--- src/rtl/fxp_addsub_pipe.sv ---
// Two-stage, multi-lane fixed-point add/sub with per-lane accumulator, valid/ready flow control
// and overflow event counter. Define FXP_ADDSUB_SAT_EN for saturating results (default: wrap).
module fxp_addsub_pipe #(
  parameter int C_FXP_LENGTH = 20,
  parameter int C_FXP_POINT  = 16,
  parameter int C_LANES      = 3
) (
  input  logic                              CLK,
  input  logic                              RST,
  input  logic [C_LANES*C_FXP_LENGTH-1:0]   S_NUM1,
  input  logic [C_LANES*C_FXP_LENGTH-1:0]   S_NUM2,
  input  logic [1:0]                        S_OPE,
  input  logic                              S_VALID,
  output logic                              S_READY,
  output logic [C_LANES*C_FXP_LENGTH-1:0]   M_RESULT,
  output logic [C_LANES-1:0]                M_OF_FLAG,
  output logic                              M_VALID,
  input  logic                              M_READY,
  output logic [15:0]                       OF_COUNT,
  input  logic                              OF_CLR
);

  localparam int L = C_FXP_LENGTH;
  localparam int W = C_LANES * C_FXP_LENGTH;

`ifdef FXP_ADDSUB_SAT_EN
  localparam bit SAT_EN = 1'b1;
`else
  localparam bit SAT_EN = 1'b0;
`endif

  if (C_FXP_POINT < 0 || C_FXP_POINT >= C_FXP_LENGTH) begin : g_bad_point
    $error("fxp_addsub_pipe: C_FXP_POINT must lie in [0, C_FXP_LENGTH)");
  end

  // The (L+1)-bit sum never overflows itself; disagreement of its top two bits marks an
  // overflow of the L-bit result, and bit L carries the true sign for the saturation direction.
  function automatic logic [L-1:0] handle_of(input logic [L:0] raw);
    logic [L-1:0] sat_val;
    sat_val = raw[L] ? {1'b1, {(L-1){1'b0}}} : {1'b0, {(L-1){1'b1}}};
    if (SAT_EN && (raw[L] != raw[L-1])) handle_of = sat_val;
    else                                handle_of = raw[L-1:0];
  endfunction

  logic                         en;
  logic                         accept;
  logic signed [L:0]            opa;
  logic signed [L:0]            opb;
  logic signed [L:0]            b_ext;
  logic signed [L:0]            sum;

  logic [C_LANES-1:0][L:0]      raw_p1_q, raw_p1_d;
  logic [C_LANES-1:0]           of_p1_q, of_p1_d;
  logic                         vld_p1_q, vld_p1_d;
  logic [C_LANES-1:0][L-1:0]    acc_q, acc_d;
  logic [W-1:0]                 res_p2_q, res_p2_d;
  logic [C_LANES-1:0]           of_p2_q, of_p2_d;
  logic                         vld_p2_q, vld_p2_d;
  logic [15:0]                  of_count_q, of_count_d;

  always_comb begin
    en         = !vld_p2_q || M_READY;
    accept     = S_VALID && en;
    opa        = '0;
    opb        = '0;
    b_ext      = '0;
    sum        = '0;
    raw_p1_d   = raw_p1_q;
    of_p1_d    = of_p1_q;
    vld_p1_d   = vld_p1_q;
    acc_d      = acc_q;
    res_p2_d   = res_p2_q;
    of_p2_d    = of_p2_q;
    vld_p2_d   = vld_p2_q;
    of_count_d = of_count_q;

    // stage p1: operand select, widened sum, overflow detect, accumulator update
    for (int i = 0; i < C_LANES; i++) begin
      opa   = {S_NUM1[i*L + L-1], S_NUM1[i*L +: L]};
      b_ext = {S_NUM2[i*L + L-1], S_NUM2[i*L +: L]};
      case (S_OPE)
        2'b00:   opb = b_ext;
        2'b01:   opb = -b_ext;
        2'b10: begin
          opb = opa;
          opa = {acc_q[i][L-1], acc_q[i]};
        end
        default: opb = '0;
      endcase
      sum = opa + opb;
      if (accept) begin
        raw_p1_d[i] = sum;
        of_p1_d[i]  = sum[L] ^ sum[L-1];
        if (S_OPE[1]) acc_d[i] = handle_of(sum);
      end
    end

    // stage p2: overflow handling and output register
    if (en) begin
      vld_p1_d = S_VALID;
      vld_p2_d = vld_p1_q;
      of_p2_d  = of_p1_q;
      for (int i = 0; i < C_LANES; i++) begin
        res_p2_d[i*L +: L] = handle_of(raw_p1_q[i]);
      end
    end

    if (vld_p2_q && M_READY && (|of_p2_q) && (of_count_q != 16'hFFFF))
      of_count_d = of_count_q + 16'd1;
    if (OF_CLR) of_count_d = '0;
  end

  always_ff @(posedge CLK) begin
    if (RST) begin
      raw_p1_q   <= '0;
      of_p1_q    <= '0;
      vld_p1_q   <= 1'b0;
      acc_q      <= '0;
      res_p2_q   <= '0;
      of_p2_q    <= '0;
      vld_p2_q   <= 1'b0;
      of_count_q <= '0;
    end else begin
      raw_p1_q   <= raw_p1_d;
      of_p1_q    <= of_p1_d;
      vld_p1_q   <= vld_p1_d;
      acc_q      <= acc_d;
      res_p2_q   <= res_p2_d;
      of_p2_q    <= of_p2_d;
      vld_p2_q   <= vld_p2_d;
      of_count_q <= of_count_d;
    end
  end

  assign S_READY   = en;
  assign M_RESULT  = res_p2_q;
  assign M_OF_FLAG = of_p2_q;
  assign M_VALID   = vld_p2_q;
  assign OF_COUNT  = of_count_q;

endmodule

--- config.mk ---
export PLATFORM = sky130hd
export DESIGN_NAME = fxp_addsub_pipe
export DESIGN_NICKNAME = d
export VERILOG_FILES = /design/src/rtl/fxp_addsub_pipe.sv
export SDC_FILE = /design/constraint.sdc
export NUM_CORES = 1
export LEC_CHECK = 0
export BUFFER_PORTS_ARGS = -buffer_cell sky130_fd_sc_hd__buf_2
export CAP_MARGIN = 20
export CORE_MARGIN = 4
export CORE_UTILIZATION = 50
export DETAILED_ROUTE_END_ITERATION = 7
export PLACE_DENSITY = 0.72
export SLEW_MARGIN = 20
export SYNTH_ARGS = -nofsm -noshare
export SYNTH_HDL_FRONTEND = slang
export SYNTH_SLANG_ARGS = --single-unit
export TNS_END_PERCENT = 1
--- constraint.sdc ---
create_clock -name CLK -period 6.4 [get_ports CLK]
set_input_delay 1.28 -clock CLK [delete_from_list [all_inputs] [get_ports CLK]]
set_output_delay 1.28 -clock CLK [all_outputs]
set_load 0.01 [all_outputs]
==> metrics.md, run 1 <==
| Metric | Value |
|---|---|
| Minimum clock period | around 5 ns |
| RSZ-0062 raised after global routing | false |
| N_diodes | 0 |
| Comb power frac | 0.269 |
| Syn Nets | roughly 2000 |
| Vias in the first global route | approximately 12000 |
| TNS Setup | 0 ns |
| Peak Freq | just over 0.2 GHz |
| Hold buffers post-CTS | 0 |
| CP Capture Type | flop |
| Die Ht | 172 µm |
| 1st-iter DRT viols | 826 |
| Async set or reset register ratio after synthesis | 0 |
| Slowest cell on crit path | nor4b_1 |
| CP max FO | 5 |
| Ys Warns | 0 |
| Reg2reg end | raw_p1_q[18] |
| Synthesized area per cell | 7.62 µm² |
| Clk root buf | clkbuf_16 |
| Min setup slack post-route | 1.48 ns |
| Filler Cell Count | ~2600 |
| Clk_skew | 0.0156 ns |
| Gate Count Post-Synth | around 1800 |
| Clk slew on worst S/H paths | about 0.07 ns |
| Total GRT Usage | 0.260 |
| Switching power | 1250 µW |
| Ports | about 210 |
| R2R setup slack | between 3 and 4 ns |
| Crit path to | of_p1_q[0] |
| Sequential share of power | 0.362 |
| Mapped Area | between 10000 and 15000 µm² |
| Reg2reg start | acc_q[0] |
| Final nets | ~2100 |
| Number of routed nets with antenna violations | 0 |
| TritonCTS Buffers | 23 |
| Worst setup startpoint | S_NUM2[0] |
| Starting Density | 0.513 |
| P&R area growth vs syn | 15.1% |
| Worst-Margin Slew | 1.07 ns |
| Worst reg-to-reg path cell count | 11 |
| Leakage | 0.00656 µW |
| Post-route clock period utilization | 0.769 |
| Vias/cell | 5.86 |
| Clock net sink count | between 200 and 250 |
| Buffers on Ports | around 210 |
| Clk pwr share | 0.369 |
| Net Sw Frac | 0.312 |
| Status | finished clean |
| Die ar. | ~30000 µm² |
| Worst path required time | ~7 ns |
| Proportion of layout cells with a drive suffix above 1 | 0.182 |
| Die Wd | about 170 µm |
| Final HPWL DP | around 30000 µm |
| Crit path DAT | between 5 and 6 ns |
| Hold Slack | between 0.4 and 0.5 ns |
| Final Hold Viols | 0 |
| WL/cell | 17.9 µm |
| Power density cells | approximately 260 nW/µm² |
| Pin count of the biggest net entering global routing | 141 |
| Total gr overflow | 0 |
| Post-synth EDFFs | 0 |
| P_int | about 2800 µW |
| Row count | 59 |
| Register area share after synthesis | 0.302 |
| CP startpoint kind | input port |
| Critical path cell sequence | buf_2, inv_1, ha_1, nor4b_1, nand3b_1, or3_1, nor4_1, nor3b_1, a21oi_1, o22ai_1, ha_1, and3_1, a31oi_1, o221ai_1, a41oi_1, xnor2_1, xnor2_1, a211oi_1 |
| Hold_sp | M_RESULT[7] |
| Routability cong. | approximately 0.97 |
| Post-CTS Repair Setup Buffers | 0 |
| Post-Route WL | slightly above 40000 µm |
| CTS tree | yes |
| Clk_lat worst skew | 0.52 ns |
| Min-delay worst type | reg2reg |
| # resized after CTS | 0 |
| Post-synthesis register bit count | just over 200 |
| CTS max path bufs | 3 |
| Place WS | slightly above 1 ns |
| Via count | around 13000 |
| Slew Limit Headroom | 0.284 |
| Max_cap viols | 0 |
| Max-slew violation count | 0 |
| Remaining DRCs | 0 |
| H-tree depth | 1 |
| Main synth FF type | dfxtp_1 |
| Crit path kind | in2reg |
| Max incr delay on CP | between 0.7 and 0.8 ns |
| First drt pass iteration count | 6 |
| Initial antenna violation count | 0 |
| Maximum VDD drop | approximately 200 µV |
| First-pass GRT wire length | ~64000 µm |
| Netlist cell types | between 60 and 70 |
| Final setup viols | 0 |
| Core area | 26400 µm² |
## worst max-delay path: cells and delay by family
kind                     cells  cell delay [ns]
buffers and inverters        2             0.17
XOR/XNOR                     2             0.33
adder cells (fa/ha/maj)      2             0.54
AND/OR/NAND/NOR              6             2.00
AO/OA/AOI/OAI                6             1.02
## layer usage
layer,wire [µm],GRT usage,vias to the layer above
met5,0,0,-
met4,1030,0.0742,0
met3,2670,0.0441,61
met2,18200,0.414,414
met1,18500,0.364,6180
li1,-,-,6589
## layout by cell type, fill, tap and decap left out, types with 23 or more instances in the layout
cell type,instances
nor3_1,36
mux2i_1,82
nand2_1,348
nand3_1,24
nor3b_1,29
a211oi_1,25
clkbuf_16,23
mux2_2,59
inv_1,26
nor2b_1,28
o21ai_0,43
nor2_1,89
buf_2,205
o22ai_1,58
xnor2_1,42
a21oi_1,253
dfxtp_1,204
ha_1,64
## cells by family (layout without fill, tap and decap cells)
kind of cell | after synthesis | in the layout | synth area share
AOI/OAI and AO/OA | 475 | 475 | 0.205
buffers and inverters | 144 | 294 | 0.0400
muxes | 141 | 141 | 0.110
adders and majority gates | 67 | 67 | 0.0637
and+or+nand+nor | 683 | 683 | 0.240
DFF | 204 | 204 | 0.302
xor gates and xnor gates | 60 | 60 | 0.0389
## registers in the layout, summed over array words and instances, names as in the netlist
signal and flops:
M_OF_FLAG 3, M_RESULT 60, M_VALID 1, OF_COUNT 16
acc_q 60, of_p1_q 3, raw_p1_q 60, vld_p1_q 1
## cells in the mapped netlist (20+ instances only)
cell / count / area share
mux2_2: 59 / 0.049
xnor2_1: 42 / 0.027
ha_1: 64 / 0.059
a21oi_1: 253 / 0.094
clkbuf_1: 100 / 0.028
nor3b_1: 29 / 0.016
dfxtp_1: 204 / 0.30
nand2b_1: 20 / 0.0093
a211oi_1: 25 / 0.014
nor2_1: 89 / 0.025
o22ai_1: 58 / 0.027
nand3_1: 24 / 0.0089
o21ai_0: 43 / 0.016
nor2b_1: 29 / 0.013
a21o_1: 20 / 0.011
nor3_1: 36 / 0.013
inv_1: 27 / 0.0075
nand2_1: 350 / 0.097
mux2i_1: 82 / 0.061
## layout make-up
cell class | instances | area [µm²] | area share
inverter | 27 | 101 | 0.00652
clock buffer | 28 | 624 | 0.0401
timing repair buffer | 226 | 1190 | 0.0763
sequential | 204 | 4080 | 0.263
multi-input combinational | 1426 | 8910 | 0.573
tap | 335 | 419 | 0.0269
clock inverter | 13 | 226 | 0.0146
## power by group through the flow
stage               Sequential (µW)  Clock, µW  Combinational, µW
finish                         1450       1480               1080
floorplan                      1470          0                742
global placement               1470          0               1040
global route                   1460       1560               1190
CTS                            1450       1500               1060
detailed placement             1480          0               1060
## metrics by stage
stage                     instances  cell area [µm²]  utilization  total power (µW)
after floorplan                1774            13500            -              2210
after global placement         2218            14700        0.558              2510
after detailed placement       2218            14700        0.558              2530
after CTS                      2259            15600        0.590              4020
after global routing           2259            15600        0.590              4210
final                          2259            15600        0.590              4000
## worst min path at each step
| stage | end | slack (ns) | cells past startpoint |
|---|---|---|---|
| after floorplan | M_RESULT[17] | 0.43 | 2 |
| after global placement | M_RESULT[5] | 0.44 | 2 |
| after detailed placement | M_RESULT[53] | 0.44 | 2 |
| after CTS | M_RESULT[7] | 0.45 | 2 |
| after global routing | M_RESULT[11] | 0.46 | 2 |
| final | M_RESULT[7] | 0.44 | 2 |
No activity file was read; power rests on OpenSTA's default activity.
==> run 2, diff against run 1 <==
--- a/config.mk
+++ b/config.mk
@@ -5,12 +5,13 @@
 export SDC_FILE = /design/constraint.sdc
 export NUM_CORES = 1
 export LEC_CHECK = 0
+export ABC_AREA = 1
 export BUFFER_PORTS_ARGS = -buffer_cell sky130_fd_sc_hd__buf_2
 export CAP_MARGIN = 20
 export CORE_MARGIN = 4
 export CORE_UTILIZATION = 50
 export DETAILED_ROUTE_END_ITERATION = 7
-export PLACE_DENSITY = 0.72
+export PLACE_DENSITY = 0.74
 export SLEW_MARGIN = 20
 export SYNTH_ARGS = -nofsm -noshare
 export SYNTH_HDL_FRONTEND = slang
==> constraint.sdc (replaced) <==
create_clock -name CLK -period 4.3 [get_ports CLK]
set_input_delay 0.86 -clock CLK [delete_from_list [all_inputs] [get_ports CLK]]
set_output_delay 0.86 -clock CLK [all_outputs]
set_load 0.01 [all_outputs]
==> run 2 against run 1 <==
Sequential share of layout area shrank 1.6 points. Power grew 50%. First-iteration DRC count grew 55%. Final cell count grew 27%. Synthesized cell count grew 29%. Flip-flop and latch count is the same. Clock-buffer cell count is the same. Synthesized area grew 5.5%. Combinational power grew 60%.
==> metrics.md, run 2 <==
| Metric | Value |
|---|---|
| Most common cell after layout, fill and taps aside | nand2_1 |
| Synthesized area per cell | between 6 and 7 µm² |
| Async set or reset register ratio after synthesis | 0 |
| Worst setup startpoint | S_NUM2[40] |
| Most frequent CP cell | nand2_1 |
| Min-delay worst type | reg2reg |
| CP max FO | 5 |
| Die ar. | 31300 µm² |
| Crit path depth | 21 |
| CTS tree | yes |
| Hold buffers post-CTS | 0 |
| Minimum clock period | 3.92 ns |
| Min setup slack post-route | 0.384 ns |
| Final std cells w/o fill | between 2000 and 3000 |
| H-tree depth | 1 |
| Netlist cell types | between 40 and 50 |
| Critical path cell sequence | buf_2, inv_1, ha_1, nand2_1, nor2_1, nand2_1, inv_1, nand2_1, nor2_1, nand2_1, nand3_1, o211ai_1, ha_1, nand2_1, nor2_1, and3_1, a21oi_1, or2_2, nand3_1, o211ai_1, inv_1 |
| Worst reg-to-reg path cell count | 12 |
| Clk root buf | clkbuf_16 |
| Clock net sink count | slightly above 200 |
| Die Wd | between 150 and 200 µm |
| Worst path required time | 4.77 ns |
| Most frequent cell after synthesis | nand2_1 |
| Power density cells | ~360 nW/µm² |
| Via count | 15627 |
| Buf/Inv on CP | 4 |
| 1st-iter DRT viols | roughly 1300 |
| Final setup viols | 0 |
| Max incr delay on CP | 0.38 ns |
| Post-synth EDFFs | 0 |
| Area leader, netlist | dfxtp_1 |
| Slew Limit Headroom | 0.343 |
| Reg2reg start | acc_q[20] |
| Post-synthesis register bit count | roughly 200 |
| Slowest cell on crit path | nor2_1 |
| Max-slew violation count | 0 |
| Switching power | between 2000 and 2500 µW |
| Row count | between 60 and 70 |
| Post-CTS Repair Setup Buffers | 0 |
| Buffers on Ports | 207 |
| Syn Nets | about 2500 |
| First drt pass iteration count | 6 |
| Register area share after synthesis | 0.286 |
| Ports | 208 |
| Final Total Pwr | between 6000 and 7000 µW |
| Initial antenna violation count | 0 |
| Vias in the first global route | between 10000 and 15000 |
| P_int | roughly 3900 µW |
| Commonest cells after routing, fill and taps aside | nand2_1 (503), inv_1 (371), o21ai_0 (227) |
| Net Sw Frac | 0.345 |
| Crit path to | raw_p1_q[54] |
| Crit path DAT | ~4.4 ns |
| Crit path kind | in2reg |
| Utilization after layout | 0.592 |
| Status | finished clean |
| Final Hold Viols | 0 |
| Final Cell Area | around 17000 µm² |
| Routability cong. | between 1 and 1.5 |
| P&R area growth vs syn | 15.9% |
| Clk slew on worst S/H paths | 0.06 ns |
| Reg2reg end | raw_p1_q[29] |
| CTS max path bufs | 3 |
| Gate Count Post-Synth | about 2300 |
| Filler Cell Count | roughly 2800 |
| Max_cap viols | 0 |
| Vias/cell | roughly 5.5 |
| Core area | 27900 µm² |
| Pin count of the biggest net entering global routing | 80 |
| Peak Freq | 0.255 GHz |
| WL/cell | 16.8 µm |
| Clk pwr share | 0.357 |
| Total GRT Usage | 0.298 |
| Leakage | 0.00866 µW |
| Clk_skew | ~0.015 ns |
| Final nets | around 2700 |
| Total gr overflow | 0 |
| R2R setup slack | ~1.7 ns |
| Clk_lat worst skew | approximately 0.53 ns |
| TritonCTS Buffers | 23 |
| Post-route clock period utilization | 0.911 |
| Die Ht | around 180 µm |
| Comb power frac | 0.288 |
| Synth top cells by count | nand2_1 (503), inv_1 (371), o21ai_0 (227) |
| Maximum VDD drop | 263 µV |
| Mapped Area | 14300 µm² |
| First-pass GRT wire length | around 76000 µm |
| N_diodes | 0 |
| Crit path max-delay family | simple AND/OR/NAND/NOR gates |
| # resized after CTS | 0 |
| Hold_sp | raw_p1_q[34] |
| Proportion of layout cells with a drive suffix above 1 | 0.135 |
| Ys Warns | 0 |
| CP Capture Type | flop |
| RSZ-0062 raised after global routing | false |
| CP startpoint kind | input port |
| Synth top area share | 0.286 |
| Synth top area cells | dfxtp_1 (29%), nand2_1 (13%), inv_1 (9.8%) |
| Sequential share of power | 0.355 |
| Main synth FF type | dfxtp_1 |
| Post-Route WL | 48000 µm |
| Number of routed nets with antenna violations | 0 |
| Placed Cells | 2820 |
| Worst-Margin Slew | 0.985 ns |
| Starting Density | 0.511 |
| Final HPWL DP | between 30000 and 40000 µm |
| Place WS | -0.0213 ns |
| Remaining DRCs | 0 |
| Placed Area | around 16000 µm² |
run 2: layer usage:
metal  vias to the layer above  global-route usage  share of wire
li1                       7803                   -              -
met1                      7097               0.441           0.47
met2                       637               0.460           0.43
met3                        90              0.0374          0.082
met4                         0              0.0767          0.027
met5                         -                   0              0
run 2: per-stage QoR:
step | setup TNS, ns | hold slack [ns]
after detailed placement | -0.0213 | 0.445
after global placement | -0.0767 | 0.434
after global routing | 0 | 0.475
final | 0 | 0.448
after floorplan | 0 | 0.425
after CTS | 0 | 0.451
run 2: worst min-delay path by stage:
stage / depth (start not counted) / slack (ns) / end
2_1_floorplan: 2 / 0.42 / acc_q[0]
3_3_place_gp: 2 / 0.43 / acc_q[20]
3_5_place_dp: 2 / 0.44 / acc_q[21]
4_1_cts: 2 / 0.45 / M_RESULT[33]
5_1_grt: 2 / 0.48 / M_RESULT[9]
6_report: 2 / 0.45 / M_RESULT[33]
run 2: cell type report:
cell class | count | area, µm² | area share
clock inverters | 14 | 194 | 0.0117
well taps | 378 | 473 | 0.0286
inverters | 385 | 1450 | 0.0874
multi-input cells | 1618 | 8360 | 0.506
clock buffers | 28 | 634 | 0.0384
repair buffers | 235 | 1350 | 0.0814
flip-flops and latches | 204 | 4080 | 0.247
run 2: power by group through the flow:
stage / logic [µW] / registers, µW / clock network (µW)
2_1_floorplan: 1090 / 2170 / 0
3_3_place_gp: 1670 / 2170 / 0
3_5_place_dp: 1690 / 2170 / 0
4_1_cts: 1700 / 2130 / 2170
5_1_grt: 1930 / 2150 / 2250
6_report: 1730 / 2130 / 2140
run 2: worst register-to-register path, delay by kind of cell (launching register included):
kind | cells | cell delay [ns]
compound gates | 4 | 0.59
flops | 1 | 0.30
buf+inv | 3 | 0.35
fa+ha+maj | 2 | 0.74
simple gates | 2 | 0.28
xor+xnor | 1 | 0.32
run 2: cells by family after synthesis:
group	after synthesis	synth area share
and+or+nand+nor	978	0.293
AOI/OAI and AO/OA	543	0.214
adders and majority gates	67	0.0604
xor gates and xnor gates	30	0.0184
buffers and inverters	473	0.128
DFF	204	0.286
==> run 3, diff against run 2 <==
--- a/config.mk
+++ b/config.mk
@@ -8,6 +8,7 @@
 export ABC_AREA = 1
 export BUFFER_PORTS_ARGS = -buffer_cell sky130_fd_sc_hd__buf_2
 export CAP_MARGIN = 20
+export CORE_ASPECT_RATIO = 1.5
 export CORE_MARGIN = 4
 export CORE_UTILIZATION = 50
 export DETAILED_ROUTE_END_ITERATION = 7
==> run 3 against run 2 <==
Worst hold slack better by 0.0048 ns. Flip-flop and latch count stayed put. Clock skew is 0.0037 ns higher. Clock-buffer cell count is 1 higher. Non-clock buffer count is 6 lower. Maximum frequency is 6.2% higher. Global-route usage is 0.32 points higher. Worst setup slack better by 0.23 ns. Die area is 0.18% higher. Final cell count is 1.4% lower. Combinational power hardly changed. Largest cell class unchanged.
==> metrics.md, run 3 (synthesis gave the netlist of run 2 again) <==
| Metric | Value |
|---|---|
| Buffers on Ports | ~210 |
| Vias/cell | around 5.5 |
| CP Capture Type | flop |
| TNS Setup | 0 ns |
| First drt pass iteration count | 6 |
| Initial antenna violation count | 0 |
| Slowest cell on crit path | a21oi_1 |
| Net Sw Frac | 0.360 |
| Status | finished clean |
| Max incr delay on CP | about 0.33 ns |
| Power density cells | 351 nW/µm² |
| Clk_skew | 0.0185 ns |
| TritonCTS Buffers | 22 |
| Clk pwr share | 0.327 |
| WL/cell | approximately 17 µm |
| Min setup slack post-route | 0.612 ns |
| Die ar. | about 31000 µm² |
| H-tree depth | 1 |
| CTS max path bufs | 3 |
| Peak Freq | approximately 0.27 GHz |
| Crit path DAT | between 4 and 5 ns |
| Slew Limit Headroom | 0.341 |
| Post-Route WL | 48900 µm |
| Core area | ~28000 µm² |
| Total GRT Usage | 0.301 |
| Switching power | ~2100 µW |
| Die Wd | 146 µm |
| Min-delay worst type | reg2reg |
| CP max FO | 5 |
| Comb power frac | 0.301 |
| Critical path cell sequence | buf_2, inv_1, ha_1, nand3_1, nor2_1, inv_1, nor2_2, inv_1, o21ai_1, xor2_1, a22o_1, ha_1, a21oi_1, a21oi_1, nor2_1, nand4_1, nand2_1, inv_1, nand2_1, nand3_1, nand2_1, inv_1 |
| Most frequent CP cell | inv_1 |
| CTS tree | yes |
| Post-route clock period utilization | 0.858 |
| P&R area growth vs syn | 14.2% |
| Final setup viols | 0 |
| Pin count of the biggest net entering global routing | 95 |
| Place WS | around 0.15 ns |
| Row count | 75 |
| Die Ht | about 210 µm |
| Worst path required time | 4.72 ns |
| Post-CTS Repair Setup Buffers | 0 |
| RSZ-0062 raised after global routing | false |
| Clk slew on worst S/H paths | 0.06 ns |
| Minimum clock period | 3.69 ns |
| Number of routed nets with antenna violations | 0 |
| Leakage | 0.00855 µW |
| Proportion of layout cells with a drive suffix above 1 | 0.131 |
| Utilization after layout | 0.581 |
| Starting Density | 0.508 |
| Final HPWL DP | ~38000 µm |
| Ports | between 200 and 250 |
| Remaining DRCs | 0 |
| Final Hold Viols | 0 |
| # resized after CTS | 0 |
| Clock net sink count | 204 |
| Vias in the first global route | approximately 15000 |
| Worst-Margin Slew | 0.989 ns |
| N_diodes | 0 |
| Filler Cell Count | roughly 2800 |
| First-pass GRT wire length | roughly 77000 µm |
| Total gr overflow | 0 |
| Hold buffers post-CTS | 0 |
| Max_cap viols | 0 |
| CP startpoint kind | input port |
| Maximum VDD drop | between 200 and 300 µV |
| Sequential share of power | 0.373 |
| Max-slew violation count | 0 |
| Clk_lat worst skew | 0.52 ns |
| Clk root buf | clkbuf_16 |
| P_int | between 3000 and 4000 µW |
| 1st-iter DRT viols | about 1200 |
| Routability cong. | 1.01 |
| Crit path max-delay family | simple AND/OR/NAND/NOR gates |
| Most common cell after layout, fill and taps aside | nand2_1 |
| Buf/Inv on CP | 6 |
| Final nets | 2654 |
| Commonest cells after routing, fill and taps aside | nand2_1 (503), inv_1 (371), o21ai_0 (227) |
| Crit path kind | in2reg |
| Via count | between 15000 and 20000 |
[run 3: cell count changes in the layout (fill, tap and decap cells not counted)]
cell / before / now
inv_8: 0 / 2
clkbuf_8: 4 / 2
clkinvlp_4: 2 / 3
bufinv_16: 4 / 0
buf_4: 20 / 17
inv_6: 1 / 2
clkbuf_1: 1 / 4
inv_16: 1 / 0
clkinv_2: 6 / 3
clkinv_4: 0 / 1
buf_12: 8 / 5
[run 3: metrics by stage]
step | cells | instance area, µm² | hold slack, ns | total power [µW]
floorplan | 2295 | 14300 | 0.425 | 3270
global placement | 2782 | 15600 | 0.434 | 3830
detailed placement | 2782 | 15600 | 0.444 | 3850
CTS | 2822 | 16300 | 0.451 | 5710
global route | 2822 | 16300 | 0.474 | 6030
finish | 2822 | 16300 | 0.453 | 5710
[run 3: area by class of cell]
class / instances / area (µm²) / share of cell area
multi-input combinational: 1618 / 8360 / 0.513
sequential: 204 / 4080 / 0.251
inverter: 385 / 1450 / 0.0887
timing repair buffer: 229 / 1260 / 0.0776
clock buffer: 29 / 618 / 0.0379
tap: 346 / 433 / 0.0266
clock inverter: 11 / 86.3 / 0.00530
[run 3: routing by layer]
layer	GRT usage	vias to the layer above	part of all wire
li1	-	7809	-
met1	0.389	7092	0.42
met2	0.512	591	0.47
met3	0.0320	123	0.067
met4	0.126	0	0.044
met5	0	-	0
[run 3: power by group through the flow]
| stage | clock network, µW | registers, µW | logic [µW] |
|---|---|---|---|
| after global routing | 1980 | 2150 | 1910 |
| after global placement | 0 | 2170 | 1660 |
| final | 1870 | 2130 | 1720 |
| after detailed placement | 0 | 2170 | 1680 |
| after floorplan | 0 | 2170 | 1090 |
| after CTS | 1900 | 2130 | 1690 |
[run 3: path summary, 6_finish.rpt]
path | startpoint | endpoint | slack [ns] | cells after the start
min | acc_q[41] | acc_q[41] | 0.45 | 2
max | S_NUM2[0] | of_p1_q[0] | 0.61 | 22
max reg2reg | acc_q[20] | raw_p1_q[37] | 1.61 | 13
min reg2reg | acc_q[41] | acc_q[41] | 0.45 | 2
[run 3: tightest hold or removal path: cells and delay by family (launching register included)]
family                 cells  cell delay, ns
AOI/OAI and AO/OA          1            0.05
DFF                        1            0.30
buffers and inverters      1            0.06
